## src/rtl/alu_seq_unit.sv

```systemverilog
// ALU with op/func decode, one-cycle logic ops and an iterative shift-add multiply behind valid/ready.
// Optional signed add/sub overflow detection is enabled by defining ALU_OVF_DETECT_EN.
module alu_seq_unit #(
  parameter int WIDTH  = 32,
  parameter bit MUL_EN = 1'b1
) (
  input  logic             clk,
  input  logic             reset,
  input  logic             in_valid,
  output logic             in_ready,
  input  logic [2:0]       alu_op,
  input  logic [5:0]       func_code,
  input  logic [WIDTH-1:0] op_a,
  input  logic [WIDTH-1:0] op_b,
  output logic             out_valid,
  input  logic             out_ready,
  output logic [WIDTH-1:0] result,
  output logic             zero,
  output logic             illegal,
  output logic             overflow
);

  localparam int CNT_W = $clog2(WIDTH + 1);
  localparam logic [CNT_W-1:0] CNT_LAST = CNT_W'(WIDTH - 1);

  typedef enum logic [1:0] {S_IDLE, S_EXEC, S_DONE} state_t;
  typedef enum logic [2:0] {K_ADD, K_SUB, K_AND, K_OR, K_SLT, K_MUL, K_ILL} kind_t;

  state_t           state_q;
  kind_t            kind;
  logic [WIDTH-1:0] sum, diff, alu_res;
  logic             lt;
  logic [WIDTH-1:0] result_q, ma_q, mb_q, acc_q, acc_d;
  logic [CNT_W-1:0] cnt_q;
  logic             zero_q, illegal_q, out_valid_q;

  always_comb begin
    kind = K_ILL;
    case (alu_op)
      3'b000: kind = K_ADD;
      3'b001: kind = K_SUB;
      3'b100: kind = K_AND;
      3'b101: kind = K_OR;
      3'b110: kind = K_SLT;
      3'b111: begin
        case (func_code)
          6'b000010: kind = K_ADD;
          6'b000011: kind = K_SUB;
          6'b000100: kind = K_AND;
          6'b000101: kind = K_OR;
          6'b000111: kind = K_SLT;
          6'b000110: kind = MUL_EN ? K_MUL : K_ILL;
          default:   kind = K_ILL;
        endcase
      end
      default: kind = K_ILL;
    endcase
  end

  assign sum  = op_a + op_b;
  assign diff = op_a - op_b;
  assign lt   = $signed(op_a) < $signed(op_b);

  // Illegal (and mul, which is not taken from here) yield zero so the zero flag follows naturally.
  always_comb begin
    alu_res = '0;
    case (kind)
      K_ADD:   alu_res = sum;
      K_SUB:   alu_res = diff;
      K_AND:   alu_res = op_a & op_b;
      K_OR:    alu_res = op_a | op_b;
      K_SLT:   alu_res = {{(WIDTH-1){1'b0}}, lt};
      default: alu_res = '0;
    endcase
  end

  assign acc_d = acc_q + (mb_q[0] ? ma_q : '0);

  always_ff @(posedge clk or posedge reset) begin
    if (reset) begin
      state_q     <= S_IDLE;
      result_q    <= '0;
      zero_q      <= 1'b0;
      illegal_q   <= 1'b0;
      out_valid_q <= 1'b0;
      ma_q        <= '0;
      mb_q        <= '0;
      acc_q       <= '0;
      cnt_q       <= '0;
    end else begin
      case (state_q)
        S_IDLE: begin
          if (in_valid) begin
            if (kind == K_MUL) begin
              ma_q    <= op_a;
              mb_q    <= op_b;
              acc_q   <= '0;
              cnt_q   <= '0;
              state_q <= S_EXEC;
            end else begin
              result_q    <= alu_res;
              zero_q      <= (alu_res == '0);
              illegal_q   <= (kind == K_ILL);
              out_valid_q <= 1'b1;
              state_q     <= S_DONE;
            end
          end
        end
        S_EXEC: begin
          acc_q <= acc_d;
          ma_q  <= ma_q << 1;
          mb_q  <= mb_q >> 1;
          cnt_q <= cnt_q + CNT_W'(1);
          if (cnt_q == CNT_LAST) begin
            result_q    <= acc_d;
            zero_q      <= (acc_d == '0);
            illegal_q   <= 1'b0;
            out_valid_q <= 1'b1;
            state_q     <= S_DONE;
          end
        end
        S_DONE: begin
          if (out_ready) begin
            out_valid_q <= 1'b0;
            state_q     <= S_IDLE;
          end
        end
        default: state_q <= S_IDLE;
      endcase
    end
  end

`ifdef ALU_OVF_DETECT_EN
  logic ovf_d, ovf_q;

  always_comb begin
    ovf_d = 1'b0;
    if (kind == K_ADD)
      ovf_d = (op_a[WIDTH-1] == op_b[WIDTH-1]) && (sum[WIDTH-1] != op_a[WIDTH-1]);
    else if (kind == K_SUB)
      ovf_d = (op_a[WIDTH-1] != op_b[WIDTH-1]) && (diff[WIDTH-1] != op_a[WIDTH-1]);
  end

  // Mul and illegal ops latch ovf_d = 0 at acceptance, so no update is needed in EXEC.
  always_ff @(posedge clk or posedge reset) begin
    if (reset)
      ovf_q <= 1'b0;
    else if (state_q == S_IDLE && in_valid)
      ovf_q <= ovf_d;
  end

  assign overflow = ovf_q;
`else
  assign overflow = 1'b0;
`endif

  assign in_ready  = (state_q == S_IDLE);
  assign out_valid = out_valid_q;
  assign result    = result_q;
  assign zero      = zero_q;
  assign illegal   = illegal_q;

endmodule
```

## config.mk

```make
export PLATFORM = sky130hd
export DESIGN_NAME = alu_seq_unit
export DESIGN_NICKNAME = d
export VERILOG_FILES = /design/src/rtl/alu_seq_unit.sv
export SDC_FILE = /design/constraint.sdc
export NUM_CORES = 1
export LEC_CHECK = 0
export ABC_AREA = 1
export BUFFER_PORTS_ARGS = -buffer_cell sky130_fd_sc_hd__buf_2
export CORE_MARGIN = 2
export CORE_UTILIZATION = 40
export CTS_BUF_LIST = sky130_fd_sc_hd__clkbuf_4
export DETAILED_ROUTE_END_ITERATION = 16
export GPL_TIMING_DRIVEN = 0
export PLACE_DENSITY = 0.67
export SYNTH_ARGS = -nofsm -noshare
export SYNTH_HDL_FRONTEND = slang
export SYNTH_SLANG_ARGS = --single-unit
```

## constraint.sdc

```tcl
create_clock -name clk -period 5.4 [get_ports clk]
set_input_delay 1.08 -clock clk [delete_from_list [all_inputs] [get_ports clk]]
set_output_delay 1.08 -clock clk [all_outputs]
set_load 0.02 [all_outputs]
```

### Yosys cells after proc, flatten, opt, wreduce, memory -nomap -nowiden

Cells that the tools add are included.

* bits in registers: 139
* input bits: 77
* output and inout bits: 37
* logic and storage cells: 90

* $add $sub $neg: 4
* $lt $le $gt $ge: 1
* equality and inequality tests: 25
* multiplexer cells: 38
* bitwise operators: 2
* reduce and logical (&&, ||, !) cells: 11

Operator list (count)
* $mux 32: 10
* $pmux 32 s2: 4
* $pmux 32 s5: 1
* $add 32x32->32: 2
* $logic_not 32->1: 2
* $pmux 3 s6: 2
* $and 32x32->32: 1
* $lt 32x32->1: 1
* $or 32x32->32: 1
* $sub 32x32->32: 1
* $eq 6x3->1 const B: 4
* $eq 3x3->1 const B: 7
* $eq 6x2->1 const B: 2
* $mux 6: 2
* $pmux 6 s2: 1
* $mux 1: 10
* $mux 2: 4
* $ne 2x2->1 const B: 4
* $add 6x1->6 const B: 1
* $eq 3x1->1 const B: 2
* $eq 3x2->1 const B: 2
* $eq 6x5->1 const B: 1
* $logic_not 3->1: 2
* $pmux 2 s3: 1
* 11 further kinds: 13

### Longest topological paths before layout

* depth after elaboration: 9
* gate-level depth with buffers: 24
* mapped depth without buffers: 23

### Least setup slack after synthesis

Ideal clock, no wire load.

* kind: input to register
* start point: in op_a[0]
* end point: reg zero_q (netlist: zero)
* arrival time: 2.987 ns
* required time: 5.334 ns
* slack: 2.347 ns
* stages on the path: 19
* path buffers: 0
* path through: ha_1 -> fa_1 -> nand3_1 -> nand3_1 -> nand2_1 -> nand2_1 -> nand2_1 -> nand2_1 -> xor2_1 -> nor2_1 -> nor2_1 -> nand2_1 -> nor2_1 -> nand2_1 -> nor2_1 -> nand4_1 -> nand2_1 -> nand2_1 -> nand2_1

* word-level cells in the longest chain between the ends: 6
* elaborated cells between the ends (all ways): 10

Ends and longest elaborated chain
* start: declaration: line 13 `input logic [WIDTH-1:0] op_a,`
* $sub 32x32->32, or another cell as far along: line 61 `assign diff = op_a - op_b;`
* $pmux 32 s5 *: line 67 `case (kind)`
* $logic_not 32->1 *: line 102 `zero_q <= (alu_res == '0);`
* $mux 1 *: line 94 `if (kind == K_MUL) begin`
* $mux 1 *: line 93 `if (in_valid) begin`
* $pmux 1 s2 *: line 91 `case (state_q)`
* end signal: assignment: line 102
* end signal: assignment: line 116 `zero_q <= (acc_d == '0);`
* end: declaration: line 35 `logic zero_q, illegal_q, out_valid_q;`

Mark *: on every way between the ends. The rest lies on a longest branch, timed or not. The select of a mux whose other input is x is not followed.
A chain may end at the register's enable or synchronous reset.

### Final worst setup path

* start point: reg mb_q[0]
* end point: reg zero_q (netlist: zero)

* word-level cells in the longest chain between the ends: 5

Ends and longest elaborated chain
* start: declaration: line 33 `logic [WIDTH-1:0] result_q, ma_q, mb_q, acc_q, acc_d;`
* start signal: assignment: line 96 `mb_q <= op_b;`
* start signal: assignment: line 112 `mb_q <= mb_q >> 1;`
* $mux 32: line 77 `assign acc_d = acc_q + (mb_q[0] ? ma_q : '0);`
* $add 32x32->32: line 77
* $logic_not 32->1: line 116
* $mux 1: line 114 `if (cnt_q == CNT_LAST) begin`
* $pmux 1 s2: line 91

Every way passes these cells. The select of a mux whose other input is x is not followed.

==> flow_summary.toml <==
[outcome]
status = "finished, final reports clean"

[grt]
grt_pass1_vias = 15600
gr-usage-all-layers = 0.293
grt_pass1_wl_mm = 86.9
overflow = 0
grt_max_degree = 74
antenna_found_initial = 4

[detailed_routing]
vias_per_cell = 5.17
detail-route-antenna-nets = 0
routedWlPerCell_um = 18.0
vias = 16200
routed_wl_mm = 56.7
route.detailed.drc = 0
dr.pass1.iters = 5
drt_iter0_markers = 1428

[worst_setup_path]
r2r_end = "zero"
critPathMostFrequentCell = "nand2_1"
cp-endpoint = "zero"
cp_slowest_stage_delay_ns = 0.51
cp-end-kind = "flip-flop"
r2r-start = "mb_q[0]"
reg2reg_depth = 18
path_class = "flip-flop to flip-flop"
start_kind = "flip-flop"
ff2ff_setup_slack_ns = 1.54
cp_max_fo = 10
critical_path_depth = 18
crit_slowest_cell = "clkbuf_1"
crit_start = "mb_q[0]"
cp.arrival_ns = 4.37
crit_family = "simple AND/OR/NAND/NOR gates"
crit_chain = "clkbuf_1, clkbuf_1, nand2_1, inv_1, ha_1, a21oi_1, nand2_1, a21boi_1, or2_1, nand3_1, a21oi_1, xor2_1, nand3_1, nor2_1, nand3_1, nand2_1, nand2_1, nand2_1"
required_ns = 5.91
critical_path_buf_inv_count = 3

[logic_synthesis]
ys_seq_area_frac = 0.232
ys_warn_count = 0
synthCells = 2525
synth-seq-cells = 139
synth.avg_cell_area_sq_um = 5.95
yosysUniqueCellTypes = 53
syn_nets = 2733
synth-async-reset-ratio = 1.00
synth_edf_count = 0
ys.flop_type = "dfrtp_1"
syn_area_sq_mm = 0.0150

[final_layout]
fillers = 3960
register_area_sq_mm = 0.00348
syn_to_final_growth_pct = 9.63
multiInputGateArea_sq_mm = 0.00948
fin_area_sq_mm = 0.0165
fin_nets = 2865
drive_above_1_share = 0.0929

[clocking]
cts_made_buffers = 17
cts_hold_buffers = 0
cts_buffer_depth = 2
cts_resized = 0
clkLatencyLatePin_ns = 0.58
h-tree-depth = 4
clockRootBuffer = "clkbuf_4"
cts.sinks = 139
clkTransAtPathRegs_ns = 0.13
cts_tree = "built"
post_cts_buffers = 0

[placement]
dp_slack_ns = 1.25
dpl.hpwl_mm = 47.7
port_buffers = 112
place.gp.congestion = 0.997
post_dp_cell_area_sq_mm = 0.0162

[timing]
period_share = 0.715
fin_skew_ns = 0.0262
setup_viol = 0
hold_violations = 0
tightest_slew_ns = 0.952
fin_crit_ns = 3.86
slew_violations = 0
slew_headroom = 0.365
max_freq_mhz = 259
fin_ws_ns = 1.54
rsz0062_at_grt = "no"

[floorplanning]
die_h_um = 198
initial_core_util = 0.408
die_area_sq_mm = 0.0391
core_sq_mm = 0.0368
rows = 70
chipWidth_um = 198
pin_count = 114

[hold_path]
min_from = "acc_q[26]"
min_path_type = "flip-flop to flip-flop"

[power]
power_leakage_nw = 9.39
ir_worst_vdd_v = 0.000244
power_density_mw_per_mm2 = 407

[job]
maxCapViolCount = 0
## cells by family (layout without fill, tap and decap cells)
kind of cell	Yosys count	count (layout)	share of synthesized area
AND/OR/NAND/NOR	1391	1391	0.387
other	1	5	0.000250
XOR/XNOR	38	38	0.0222
adder cells (fa/ha/maj)	131	131	0.111
buffers and inverters	524	669	0.137
flip-flops	139	139	0.232
AO/OA/AOI/OAI	301	301	0.111
## how the worst min path moves through the flow
stage           endpoint  cells past startpoint
2_1_floorplan   acc_q[0]                      2
3_3_place_gp    acc_q[2]                      2
3_5_place_dp   acc_q[16]                      2
4_1_cts         acc_q[0]                      2
5_1_grt        acc_q[30]                      2
6_report       acc_q[26]                      2
## Yosys cell counts (27+ instances only)
library cell,n,area (sq um)
a31oi_1,63,394
buf_2,37,185
nand4_1,27,169
nand3_1,176,881
dfrtp_1,139,3480
xor2_1,36,315
clkbuf_1,34,128
nor2_1,262,983
ha_1,128,1600
nand2_1,833,3130
a21oi_1,87,435
inv_1,436,1640
o21ai_0,118,591
## worst min-delay path, cell delays in order, from the launching register on
cell and delay [ns]:
dfrtp_1 0.36, nand2_1 0.05, nand2_1 0.06
## placed cells by master (no fill, tap or decap), types with 3 or more instances in the layout
cell type,count
nor2_1,262
nand3b_1,3
buf_4,5
inv_2,9
or2_2,17
nand2_1,833
nor3_2,5
and2_1,5
a31oi_1,63
or2_1,8
dfrtp_1,139
nand2_4,3
xor2_1,36
inv_6,3
clkbuf_4,18
nand2_2,4
buf_2,149
ha_1,128
and3_1,3
nor2_2,12
inv_1,435
fa_1,3
clkbuf_1,34
clkinvlp_4,3
o22ai_1,7
or2_0,3
nand4_1,27
diode_2,4
clkinv_4,4
o21bai_1,5
o21ai_0,118
a21oi_1,87
nand3_1,176
nor3_1,21
o21ai_1,5
## metal layers
metal / vias to the layer above / track usage / wire length [um]
li1: 8114 / - / -
met1: 7510 / 0.390 / 25100
met2: 520 / 0.497 / 26600
met3: 90 / 0.0242 / 3090
met4: 0 / 0.106 / 1930
met5: - / 0 / 0
## where the power goes
part,internal [mW],total [mW],leakage [nW],switching [mW]
sequential,1.53,1.86,1.65,0.326
clock,0.233,0.654,0.134,0.421
combinational,1.34,4.19,7.60,2.84
total,3.11,6.70,9.39,3.59
## stage by stage
step           hold slack (ns)  TNS (ns)  cells  utilization  power [mW]
6_report                 0.502         0   3142        0.447        6.70
2_1_floorplan            0.448         0   2525            -        4.72
3_3_place_gp             0.469   -146.59   3105        0.439        5.92
5_1_grt                  0.516         0   3142        0.447        7.32
4_1_cts                  0.504         0   3138        0.447        6.64
3_5_place_dp             0.473         0   3106        0.440        5.98
## state kept, by name, indices dropped and copies added (netlist names)
| name | cells |
|---|---|
| acc_q | 32 |
| cnt_q | 6 |
| illegal | 1 |
| ma_q | 32 |
| mb_q | 32 |
| out_valid | 1 |
| result | 32 |
| state_q | 2 |
| zero | 1 |
## cell type report
cell class              instances  share of cell area
multi-input cells            1862               0.576
flip-flops and latches        139               0.211
inverters                     445               0.102
repair buffers                113              0.0357
well taps                     468              0.0356
plain buffers                  79              0.0236
clock buffers                  18             0.00821
clock inverters                14             0.00745
diodes                          4            0.000608
Note: power is estimated with default switching activity, not from simulation.
